<file path="config.mk">
export PLATFORM = sky130hd
export DESIGN_NAME = qrisc32_mem_arbiter
export DESIGN_NICKNAME = d
export VERILOG_FILES = /design/src/rtl/qrisc32_mem_arbiter_pkg.sv /design/src/rtl/qrisc32_arb_pick.sv /design/src/rtl/qrisc32_mem_arbiter.sv
export SDC_FILE = /design/constraint.sdc
export NUM_CORES = 1
export LEC_CHECK = 0
export CORE_MARGIN = 2
export CORE_UTILIZATION = 41
export CTS_CLUSTER_DIAMETER = 50
export CTS_CLUSTER_SIZE = 40
export DETAILED_ROUTE_END_ITERATION = 12
export PLACE_DENSITY_LB_ADDON = 0.2
export SYNTH_ARGS = -nofsm -noshare
export SYNTH_HDL_FRONTEND = slang
export SYNTH_SLANG_ARGS = --single-unit
</file>
<file path="constraint.sdc">
create_clock -name clk -period 1.8 [get_ports clk]
set_input_delay 0.36 -clock clk [delete_from_list [all_inputs] [get_ports clk]]
set_output_delay 0.36 -clock clk [all_outputs]
set_load 0.02 [all_outputs]
</file>
<file path="src/rtl/qrisc32_mem_arbiter_pkg.sv">
// qrisc32_mem_arbiter_pkg: shared FSM states, requester indices and latched command type for the SRAM arbiter.
package risc_pack;
  typedef enum logic [1:0] {IDLE, CMD, RDWAIT} arb_state_t;
  localparam logic [1:0] ARB_IF = 2'd0;
  localparam logic [1:0] ARB_DR = 2'd1;
  localparam logic [1:0] ARB_DW = 2'd2;
  localparam int CMD_AW = 32;
  localparam int CMD_DW = 32;
  typedef struct packed {
    logic [CMD_AW-1:0] addr;
    logic [CMD_DW-1:0] wdata;
    logic              is_write;
    logic [1:0]        owner;
  } arb_cmd_t;
endpackage

</file>
<file path="src/rtl/qrisc32_arb_pick.sv">
// qrisc32_arb_pick: picks one requester as a one-hot grant {dw,dr,if}.
// QRISC32_ARB_RR_EN selects round-robin from ptr; otherwise fixed priority dw > dr > if.
module qrisc32_arb_pick
  import risc_pack::*;
(
  input  logic [2:0] req,
  input  logic [2:0] mask,
  input  logic [1:0] ptr,
  output logic [2:0] gnt
);
  logic [2:0] elig;
  assign elig = req & ~mask;
`ifdef QRISC32_ARB_RR_EN
  logic [2:0] rot;
  logic [2:0] first;
  logic [5:0] back;
  // rotate so ptr sits at bit 0, take the lowest set bit, rotate back
  assign rot   = 3'({elig, elig} >> ptr);
  assign first = rot & (~rot + 3'd1);
  assign back  = {3'b000, first} << ptr;
  assign gnt   = back[2:0] | back[5:3];
`else
  logic unused_ptr;
  assign unused_ptr = ^ptr;
  assign gnt = elig[ARB_DW] ? 3'b100 : elig[ARB_DR] ? 3'b010 : {2'b00, elig[ARB_IF]};
`endif
endmodule

</file>
<file path="src/rtl/qrisc32_mem_arbiter.sv">
// qrisc32_mem_arbiter: shares one single-port SRAM between fetch, data-read and data-write,
// one access at a time, with RD_LAT-cycle read latency and wait-state stalls.
module qrisc32_mem_arbiter
  import risc_pack::*;
#(
  parameter int AW     = 32,
  parameter int DW     = 32,
  parameter int RD_LAT = 2
) (
  input  logic          clk,
  input  logic          reset,
  input  logic          if_req,
  input  logic [AW-1:0] if_addr,
  output logic          if_rvalid,
  output logic [DW-1:0] if_rdata,
  input  logic          dr_req,
  input  logic [AW-1:0] dr_addr,
  output logic          dr_rvalid,
  output logic [DW-1:0] dr_rdata,
  input  logic          dw_req,
  input  logic [AW-1:0] dw_addr,
  input  logic [DW-1:0] dw_data,
  output logic          dw_ack,
  output logic [AW-1:0] mem_address,
  output logic [DW-1:0] mem_data_w,
  output logic          mem_rd,
  output logic          mem_wr,
  input  logic          mem_wait_req,
  input  logic [DW-1:0] mem_data_r,
  output logic [2:0]    grant,
  output logic          busy
);
  arb_state_t    state;
  arb_cmd_t      cmd;
  logic [2:0]    cnt;
  logic [1:0]    ptr;
  logic [1:0]    owner;
  logic [2:0]    pick;
  logic [AW-1:0] addr_sel;
  // responders this cycle are masked so a still-held request is not served twice
  qrisc32_arb_pick u_pick (
    .req ({dw_req, dr_req, if_req}),
    .mask({dw_ack, dr_rvalid, if_rvalid}),
    .ptr (ptr),
    .gnt (pick)
  );
  assign owner       = pick[ARB_DW] ? ARB_DW : pick[ARB_DR] ? ARB_DR : ARB_IF;
  assign addr_sel    = pick[ARB_DW] ? dw_addr : pick[ARB_DR] ? dr_addr : if_addr;
  assign mem_address = AW'(cmd.addr);
  assign mem_data_w  = DW'(cmd.wdata);
  assign busy        = state != IDLE;
  always_ff @(posedge clk) begin
    if (!reset) begin
      state     <= IDLE;
      cmd       <= '0;
      cnt       <= '0;
      ptr       <= ARB_IF;
      grant     <= '0;
      mem_rd    <= 1'b0;
      mem_wr    <= 1'b0;
      if_rvalid <= 1'b0;
      dr_rvalid <= 1'b0;
      dw_ack    <= 1'b0;
      if_rdata  <= '0;
      dr_rdata  <= '0;
    end else begin
      if_rvalid <= 1'b0;
      dr_rvalid <= 1'b0;
      dw_ack    <= 1'b0;
      case (state)
        IDLE: if (|pick) begin
          state  <= CMD;
          grant  <= pick;
          cmd    <= '{addr: CMD_AW'(addr_sel), wdata: CMD_DW'(dw_data), is_write: pick[ARB_DW], owner: owner};
          mem_rd <= ~pick[ARB_DW];
          mem_wr <= pick[ARB_DW];
          ptr    <= owner == ARB_DW ? ARB_IF : owner + 2'd1;
        end
        CMD: if (!mem_wait_req) begin
          mem_rd <= 1'b0;
          mem_wr <= 1'b0;
          if (cmd.is_write) begin
            dw_ack <= 1'b1;
            grant  <= '0;
            state  <= IDLE;
          end else begin
            cnt   <= 3'(RD_LAT - 1);
            state <= RDWAIT;
          end
        end
        RDWAIT: if (cnt == 3'd0) begin
          if (cmd.owner == ARB_DR) begin
            dr_rdata  <= mem_data_r;
            dr_rvalid <= 1'b1;
          end else begin
            if_rdata  <= mem_data_r;
            if_rvalid <= 1'b1;
          end
          grant <= '0;
          state <= IDLE;
        end else cnt <= cnt - 3'd1;
        default: state <= IDLE;
      endcase
    end
  end
endmodule

</file>
# == Word-level counts from Yosys, hierarchy flattened ==
# Cells that the tools add are included.
# op_classes
n_mux,28
n_eq_ne,9
n_reduce_logical,16
n_bitwise,6
add_sub_neg,1
# ops
op,count
32-bit two-way mux,2
3-bit two-way mux,8
3-bit AND reduction,5
2-bit two-way mux,6
2-bit != test (second input constant),6
3-bit case mux with 3 select lines,1
1-bit two-way mux,7
2-bit case mux with 3 select lines,1
3-bit case mux with 2 select lines,1
2-bit nonzero test,3
3-bit OR reduction,2
5-bit AND reduction,1
2-bit by 1-bit equality test with 1-bit output (second input constant),2
1-bit NOT,4
1-bit case mux with 2 select lines,2
4-bit AND reduction,1
3-bit AND,1
3-bit logical NOT,1
3-bit NOT,1
3-bit nonzero test,1
3-bit by 1-bit subtractor with 3-bit output (second input constant),1
2-bit equality test (second input constant),1
2-bit logical NOT,1
2-bit AND reduction,1
# totals
word_cells,74
output_inout_bits,137
register_bits,144
in_bits,166

# == Depth between registers and ports, before layout ==
# Gate-level depths: netlist of run 1.
# depth
word_depth,7
ltp_mapped,8
depth_no_buf,6

# == By module ==
# A second synthesis of run 1 with hierarchy kept.
# hier_totals
cells_unflattened,754
area_unflattened_um2,6294.8
# by_module_without_submodules
module,area_each_um2,cells_each,seq_area_each_um2,instances
qrisc32_mem_arbiter,6261.0,750,2882.8,1
qrisc32_arb_pick,33.8,4,0.0,1

# == Worst setup path after synthesis of run 1 ==
# OpenSTA, ideal clock, no wires.
# synth_timing
path_kind,flip-flop to flip-flop
start,register state[0]
end,register cmd (netlist bit mem_data_w[14])
arrival_time_ps,1662
setup_time_ps,70
period_less_slack_ps,1732
path_slack_ps,68
n_path_buf,2
path_stages_with_launch,9
t_required_ps,1730
cell_sequence,dfxtp_1 > inv_1 > ha_1 > inv_1 > a31o_2 > buf_2 > buf_1 > nand2_1 > a21oi_1
# synth_between
elab_chain_len,2
# synth_lines
element,line_no,text
"start, declared",qrisc32_mem_arbiter.sv:33,arb_state_t state;
"start signal, assigned",qrisc32_mem_arbiter.sv:54,state <= IDLE;
"start signal, assigned",qrisc32_mem_arbiter.sv:72,state <= CMD;
"start signal, assigned",qrisc32_mem_arbiter.sv:85,state <= IDLE;
2-bit logical NOT,qrisc32_mem_arbiter.sv:70,case (state)
2-bit AND reduction (no line),--,
"end signal, assigned",qrisc32_mem_arbiter.sv:74,"cmd <= '{addr: CMD_AW'(addr_sel), wdata: CMD_DW'(dw_data), is_write: pick[ARB_DW], owner: owner};"
"end, declared",qrisc32_mem_arbiter.sv:34,arb_cmd_t cmd;
# No other way between the ends.
# A chain may end at the register's enable or synchronous reset.

# == Worst setup path after layout of run 1 ==
# layout_timing
start,register mem_rd
end,output port mem_rd
# layout_lines
element,line_no,text
"start, declared",qrisc32_mem_arbiter.sv:26,"output logic mem_rd,"
"start signal, assigned",qrisc32_mem_arbiter.sv:75,mem_rd <= ~pick[ARB_DW];
# No word-level cell between the ends.

==> results.toml, run 1 <==
[clock_tree]
cts_tree = "yes"
cts_made_buffers = 17
clk_path_buf_depth = 2
htree_levels = 4
clkTransAtPathRegs_ns = 0.06
root_buffer = "clkbuf_16"
cts_num_sinks = 143
clock_latency_ns = 0.41

[finish]
nets = 1229
drive_above_1_share_pct = 7.03
n_antenna_cell = 0
syn_to_final_growth_pct = 56.5
fin_util_pct = 65.1

[timing]
tns_ns = 0
min_period_ns = 1.76
rsz0062_at_grt = "no"
holdWs_ns = 0.451
drv_slew = 0
skew_ns = 0.00950
max_freq_mhz = 567
setup-violations-final = 0
hold_viol_final = 0
period_share_pct = 97.9
worst_pin_slew_ns = 0.447
maxSlewHeadroom_pct = 70.1

[synthesis]
syn_area_per_cell_sq_um = 7.59
syn_inst = 824
ys_types = 37
ys.warnings.count = 0
syn_nets = 996
syn_area_sq_um = 6260
synth-seq-cells = 143
yosysSeqAreaShare_pct = 45.8

[grt]
grt_max_degree = 83
busiest_layer = "met2"
grt_pass1_vias = 5704
grt_overflow = 0
antenna_found_initial = 0
grt_use_met2_pct = 37.6
grt_pass1_wl_mm = 28.8
use_met1_pct = 25.6
grt_usage_pct = 22.3
grt_use_met3_pct = 7.71

[power_and_ir_drop]
internal_power_mw = 7.04
clkPwrFrac_pct = 33.2
p_leak_nw = 3.80
power_density_nw_per_um2 = 1030
power_frac_seq_pct = 37.1
sw_frac_of_total_pct = 30.0
vdd_drop_max_v = 0.000578
total_power_mw = 10.1
power_frac_comb_pct = 29.7
power_switching_mw = 3.01

[worst_hold_path]
hp-class = "reg2reg"

[routing]
drt-total-wl_mm = 18.6
drc = 0
post_drt_wl_per_cell_um = 14.8
ant_nets = 0
vias = 6148
dr.pass1.iters = 4
drt-initial-drc-count = 250
avgViaCountPerCell = 4.90

[setup_path]
cp.required_ns = 1.44
crit_arrival_ns = 1.40
crit_type = "reg2out"
worstSetupStartpointType = "register"
critPathBufInv = 1
crit_slowest_cell = "clkdlybuf4s50_1"
cpLargestDelayFamily = "buffers and inverters"
crit_path_max_incr_delay_ns = 0.66
end_kind = "primary output"
critPathMaxFanout = 2
path_cells = "clkdlybuf4s50_1"

[placement]
hpwl_mm = 12.9
routabilityCongestion = 0.797
io_buffers = 302

[floorplan]
ios = 303
die_h_um = 128
start_util_pct = 41.6
core_area_sq_um = 15000
dieArea_sq_um = 16300
die_w_um = 128
rows = 45

[job]
cap_violations = 0

[status]
status = "complete, no violations"
-- flip-flops by register name, indices dropped and copies added (netlist names) --
register / flops
dr_rvalid: 1
state: 2
mem_wr: 1
dr_rdata: 32
cnt: 3
if_rdata: 32
if_rvalid: 1
mem_rd: 1
grant: 3
mem_data_w: 32
mem_address: 32
dw_ack: 1
cmd: 2
-- cells in the final DEF (no fill, tap or decap), types with 3 or more instances in the layout --
cell / netlist / layout
ha_1: 6 / 5
buf_12: 0 / 13
nand3_1: 34 / 34
a21oi_1: 103 / 102
buf_4: 64 / 22
o21ai_0: 6 / 6
inv_1: 9 / 8
dlymetal6s2s_1: 0 / 4
clkinv_4: 0 / 4
mux2i_1: 4 / 4
dfxtp_1: 143 / 141
or4_1: 3 / 3
and3_1: 32 / 32
nor2b_1: 4 / 3
nand2_1: 266 / 266
clkinv_2: 0 / 4
nor2_1: 37 / 37
o31ai_1: 32 / 32
clkbuf_16: 0 / 17
clkdlybuf4s50_1: 0 / 295
-- per-layer routing --
layer	part of all wire, %	up-vias	wire length (um)
met1	40	2787	7520
li1	-	3118	-
met5	0	-	0
met3	9.1	31	1690
met4	2.7	0	496
met2	48	212	8910
-- timing repair --
item | in CTS | in global routing
setup endpoints to repair | 3 | 12
resized for setup | 6 | 8
buffers inserted | 0 | 2
gates cloned | 0 | 0
hold buffers | 0 | 0
pin swaps | 0 | 1
-- through the flow --
stage / std cells / instance area [sq um] / worst slack, ns
global route: 1255 / 9790 / 0.00159
finish: 1255 / 9790 / 0.0374
CTS: 1253 / 9760 / 0.00371
global placement: 1224 / 9200 / -0.140
floorplan: 824 / 6260 / 0.0678
detailed placement: 1224 / 9200 / -0.146
-- path summary, 6_finish.rpt --
kind                                      from        endpoint  slack (ns)  depth (start not counted)
worst max-delay path                    mem_rd          mem_rd        0.04                          1
worst max register to register        state[0]        grant[2]        0.09                          6
worst min-delay path            mem_data_w[27]  mem_data_w[27]        0.45                          2
worst min register to register  mem_data_w[27]  mem_data_w[27]        0.45                          2
-- power groups by stage --
stage	clock network [mW]	logic (mW)	registers (mW)
after detailed placement	0	2.99	3.79
after global routing	3.56	3.23	3.77
after global placement	0	2.97	3.78
after CTS	3.43	3.00	3.73
final	3.34	2.98	3.73
after floorplan	0	1.77	3.85
-- Yosys cell counts --
cell,instances,area [sq um]
o211ai_1,1,7.51
or3_1,2,12.5
or4_4,1,11.3
a211oi_1,1,7.51
nand2_1,266,998
a31oi_2,1,12.5
o21ai_0,6,30.0
nand3_1,34,170
dfxtp_1,143,2860
a32oi_1,1,8.76
and4_4,1,11.3
o21a_1,1,7.51
nand2b_1,2,12.5
a31o_2,1,8.76
buf_6,3,33.8
buf_2,4,20.0
nor3b_1,1,7.51
buf_4,64,480
and3_1,32,200
nor4_1,1,6.26
clkbuf_1,47,176
a21o_1,1,7.51
inv_1,9,33.8
nand2b_4,1,13.8
ha_1,6,75.1
nor2_1,37,139
o22ai_1,1,6.26
nor2b_1,4,25.0
or4_1,3,22.5
buf_1,4,15.0
nand4_1,1,6.26
a21oi_1,103,515
o31ai_1,32,240
nor3_1,2,10.0
nand3b_1,2,15.0
mux2i_1,4,40.0
o21ai_1,1,5.00
-- logic make-up (layout without fill, tap and decap cells) --
group,Yosys count,in the layout,share of synthesized area [%]
DFF,143,143,45.8
and+or+nand+nor,390,390,26.6
muxes,4,4,0.640
AOI/OAI and AO/OA,150,150,13.7
adders and majority gates,6,6,1.20
buffers and inverters,131,374,12.1
-- cell type report --
| class | instances | area (sq um) |
|---|---|---|
| inverter | 9 | 35.0 |
| timing repair buffer | 336 | 3450 |
| clock inverter | 10 | 118 |
| multi-input combinational | 550 | 2650 |
| fill | 1312 | 5240 |
| sequential | 143 | 2870 |
| tap | 188 | 235 |
| clock buffer | 19 | 443 |
No activity file was read; power rests on OpenSTA's default activity.
==> inputs of run 2 (changes only) <==
Settings changed: PLACE_DENSITY set to 0.83, PLACE_DENSITY_LB_ADDON 0.2 to not set.
==> run 2 against run 1 <==
Effect of this change:
- sequential share of layout area shrank 0.17 points
- via count grew 2.1%
- routed wire length grew 5.4%
- clock skew is essentially flat
- sequential power is essentially flat
- power grew 3.7%
- setup slack lost 0.0030 ns
- cell count is essentially flat
- non-clock buffer count shrank 1
- global-route usage grew 0.67 points
- critical path type unchanged
==> results.toml, run 2 (synthesized netlist as in run 1, its figures left out) <==
[status]
status = "complete, no violations"

[grt]
grt_overflow = 0
grt_max_degree = 86
grt_pass1_wl_mm = 30.0
grt_usage_pct = 23.0
grt_pass1_vias = 6107
antenna_found_initial = 0

[finish]
n_antenna_cell = 0
syn_to_final_growth_pct = 57.3
final_cells = 1256
nets = 1228
fin_util_pct = 65.5
final_common_cell = "clkdlybuf4s50_1"
final_cell_mix = "clkdlybuf4s50_1, nand2_1, dfxtp_1, a21oi_1, nor2_1"
drive_above_1_share_pct = 7.02

[timing]
drv_slew = 0
worst_pin_slew_ns = 0.434
holdWs_ns = 0.453
min_period_ns = 1.77
skew_ns = 0.00940
setup-violations-final = 0
maxSlewHeadroom_pct = 70.9
max_freq_mhz = 566
hold_viol_final = 0
period_share_pct = 98.1
tns_ns = 0

[clock_tree]
clock_latency_ns = 0.41
root_buffer = "clkbuf_16"
cts_tree = "yes"
clk_path_buf_depth = 2
cts_num_sinks = 143
clkTransAtPathRegs_ns = 0.06
htree_levels = 4
cts_made_buffers = 17

[setup_path]
cp.required_ns = 1.44
worstSetupStartpointType = "register"
path_cells = "clkdlybuf4s50_1"
end_kind = "primary output"
cpLargestDelayFamily = "buffers and inverters"
critPathMaxFanout = 2
crit_slowest_cell = "clkdlybuf4s50_1"
crit_arrival_ns = 1.41
crit_type = "reg2out"
critPathBufInv = 1
crit_path_max_incr_delay_ns = 0.63

[floorplan]
start_util_pct = 41.6
rows = 45
die_w_um = 128
die_h_um = 128
ios = 303
dieArea_sq_um = 16300
core_area_sq_um = 15000

[job]
cap_violations = 0

[routing]
ant_nets = 0
vias = 6277
drt-initial-drc-count = 307
avgViaCountPerCell = 5.00
drt-total-wl_mm = 19.6
post_drt_wl_per_cell_um = 15.6
dr.pass1.iters = 4
drc = 0

[worst_hold_path]
hp-class = "reg2reg"

[placement]
hpwl_mm = 14.1
place_inst = 1222
io_buffers = 302
routabilityCongestion = 0.830

[power_and_ir_drop]
vdd_drop_max_v = 0.000752
total_power_mw = 10.4
power_density_nw_per_um2 = 1060
p_leak_nw = 3.85
## run 2: path summary, 6_finish.rpt
path	startpoint	to	slack [ns]	depth (start not counted)
worst max-delay path	dr_rdata[11]	dr_rdata[11]	0.03	1
worst min-delay path	mem_data_w[26]	mem_data_w[26]	0.45	2
worst max register to register	state[0]	grant[1]	0.07	6
worst min register to register	mem_data_w[26]	mem_data_w[26]	0.45	2
## run 2: power breakdown
part | internal, mW | switching, mW | total (mW) | leakage, nW
clock | 2.37 | 1.37 | 3.74 | 0.306
combinational | 1.41 | 1.55 | 2.96 | 2.37
sequential | 3.54 | 0.191 | 3.73 | 1.17
total | 7.31 | 3.11 | 10.4 | 3.85
## run 2: cell type report
| class | count | area, sq um |
|---|---|---|
| fillers | 1263 | 5190 |
| well taps | 188 | 235 |
| clock buffers | 19 | 443 |
| multi-input cells | 550 | 2650 |
| flip-flops and latches | 143 | 2860 |
| repair buffers | 335 | 3430 |
| inverters | 9 | 35.0 |
| clock inverters | 12 | 184 |
## run 2: layer usage
layer | track usage [%] | share of wire [%] | vias up
li1 | - | - | 3112
met1 | 24.9 | 37 | 2888
met4 | 9.11 | 2.4 | 0
met3 | 8.84 | 9.9 | 30
met5 | 0 | 0 | -
met2 | 40.4 | 51 | 247
## run 2: metrics by stage
| stage | instance area (sq um) | setup WS, ns |
|---|---|---|
| final | 9840 | 0.0343 |
| after global routing | 9840 | -0.0150 |
| after CTS | 9760 | 0.0152 |
| after detailed placement | 9140 | -0.173 |
| after global placement | 9140 | -0.156 |
| after floorplan | 6260 | 0.0678 |
## run 2: what timing repair did
action / in CTS / in global routing
setup endpoints to repair: 4 / 39
hold buffers: 0 / 0
cloned: 0 / 2
pin swaps: 0 / 2
setup buffers: 0 / 1
resized for setup: 7 / 9
==> inputs of run 3 (changes only) <==
Settings changed: CAP_MARGIN set to 20, CORE_MARGIN 2 to 4, GPL_ROUTABILITY_DRIVEN set to 0.
==> run 3 against run 2 <==
Effect of this change:
- clock power shrank 8.6%
- routed wire length grew 6.3%
- non-clock buffer count grew 2
- worst hold slack lost 0.0022 ns
- largest cell class unchanged
- sequential share of layout area is essentially flat
- power shrank 2.3%
==> results.toml, run 3 (synthesized netlist as in run 1, its figures left out) <==
[status]
status = "complete, no violations"

[clock_tree]
root_buffer = "clkbuf_16"
clk_path_buf_depth = 2
htree_levels = 4
clock_latency_ns = 0.41
cts_tree = "yes"
clkTransAtPathRegs_ns = 0.06
cts_made_buffers = 17
cts_num_sinks = 143

[floorplan]
start_util_pct = 42.4
rows = 44
die_w_um = 132
dieArea_sq_um = 17300
ios = 303
core_area_sq_um = 14800
die_h_um = 132

[grt]
grt_overflow = 0
antenna_found_initial = 0
grt_max_degree = 71
grt_pass1_vias = 6181
grt_usage_pct = 22.8
grt_pass1_wl_mm = 32.2

[setup_path]
r2r_setup_slack_ns = 0.08
critPathBufInv = 1
cp-startpoint = "mem_address[31]"
end_kind = "primary output"
cp.required_ns = 1.44
cpLargestDelayFamily = "buffers and inverters"
crit_slowest_cell = "clkdlybuf4s50_1"
worst-path-stages = 1
path_cells = "clkdlybuf4s50_1"
crit_arrival_ns = 1.40
endpoint = "mem_address[31]"
rr_startpoint = "state[1]"
critPathMaxFanout = 2
rr_worst_depth = 6
worstSetupStartpointType = "register"
crit_type = "reg2out"
crit_path_max_incr_delay_ns = 0.66
regToRegEndpoint = "grant[1]"

[finish]
syn_to_final_growth_pct = 57.3
final_common_cell = "clkdlybuf4s50_1"
n_antenna_cell = 0
fin_util_pct = 66.7
final_cell_mix = "clkdlybuf4s50_1, nand2_1, dfxtp_1, a21oi_1, nor2_1"
drive_above_1_share_pct = 7.38
nFillCells = 1195
nets = 1230

[power_and_ir_drop]
vdd_drop_max_v = 0.000671
power_density_nw_per_um2 = 1040
p_leak_nw = 3.94

[routing]
dr.pass1.iters = 4
ant_nets = 0
vias = 6296
drt-total-wl_mm = 20.8
drc = 0
avgViaCountPerCell = 5.02
drt-initial-drc-count = 300
post_drt_wl_per_cell_um = 16.6

[job]
cap_violations = 0

[timing]
setup-violations-final = 0
tns_ns = 0
drv_slew = 0
max_freq_mhz = 567
min_period_ns = 1.76
maxSlewHeadroom_pct = 71.5
worst_pin_slew_ns = 0.426
hold_viol_final = 0
skew_ns = 0.00828
period_share_pct = 97.9

[placement]
io_buffers = 302
hpwl_mm = 14.9

[worst_hold_path]
hp-class = "reg2reg"
[run 3: worst min path at each step]
stage | cells past startpoint | startpoint | endpoint
2_1_floorplan | 2 | mem_data_w[0] | mem_data_w[0]
3_3_place_gp | 2 | if_rdata[25] | if_rdata[25]
3_5_place_dp | 2 | if_rdata[3] | if_rdata[3]
4_1_cts | 2 | if_rdata[3] | if_rdata[3]
5_1_grt | 2 | if_rdata[7] | if_rdata[7]
6_report | 2 | if_rdata[17] | if_rdata[17]
[run 3: cell type report]
class                   instances  area (sq um)  area share (%)
multi-input cells             550          2670            27.1
inverters                       9          35.0           0.356
repair buffers                337          3470            35.3
clock buffers                  21           460            4.68
clock inverters                10           113            1.14
flip-flops and latches        143          2860            29.1
well taps                     184           230            2.34
[run 3: stage by stage]
step | area [sq um] | hold slack [ns] | setup WS [ns] | std cells | power (mW)
after global placement | 9170 | 0.440 | -0.144 | 1219 | 6.77
after detailed placement | 9170 | 0.445 | -0.165 | 1219 | 6.83
after floorplan | 6260 | 0.437 | 0.0678 | 824 | 5.63
after global routing | 9840 | 0.469 | -0.00699 | 1254 | 10.7
after CTS | 9730 | 0.453 | 0.00585 | 1250 | 10.3
final | 9840 | 0.451 | 0.0372 | 1254 | 10.2
[run 3: metal layers]
| layer | global-route usage, % | wire length, um | up-vias |
|---|---|---|---|
| met5 | 0 | 0 | - |
| met4 | 8.28 | 446 | 0 |
| met3 | 10.1 | 1980 | 33 |
| met2 | 39.9 | 10400 | 236 |
| met1 | 24.6 | 7990 | 2912 |
| li1 | - | - | 3115 |
[run 3: worst min-delay path: cells and delay by family, from the launching register on]
family          cells  cell delay (ns)
compound gates      1             0.05
flops               1             0.30
simple gates        1             0.05
[run 3: report_power, final]
part           leakage, nW  total, mW  switching [mW]  internal [mW]
Clock                0.279       3.42            1.32           2.10
Combinational         2.49       3.03            1.58           1.45
Sequential            1.17       3.74           0.197           3.54
Total                 3.94       10.2            3.09           7.09
[run 3: what timing repair did]
action	CTS	global route
hold buffers	0	0
gates cloned	0	2
setup buffers	0	2
pin swaps	0	2
gates resized for setup	7	21
setup endpoints to repair	4	46
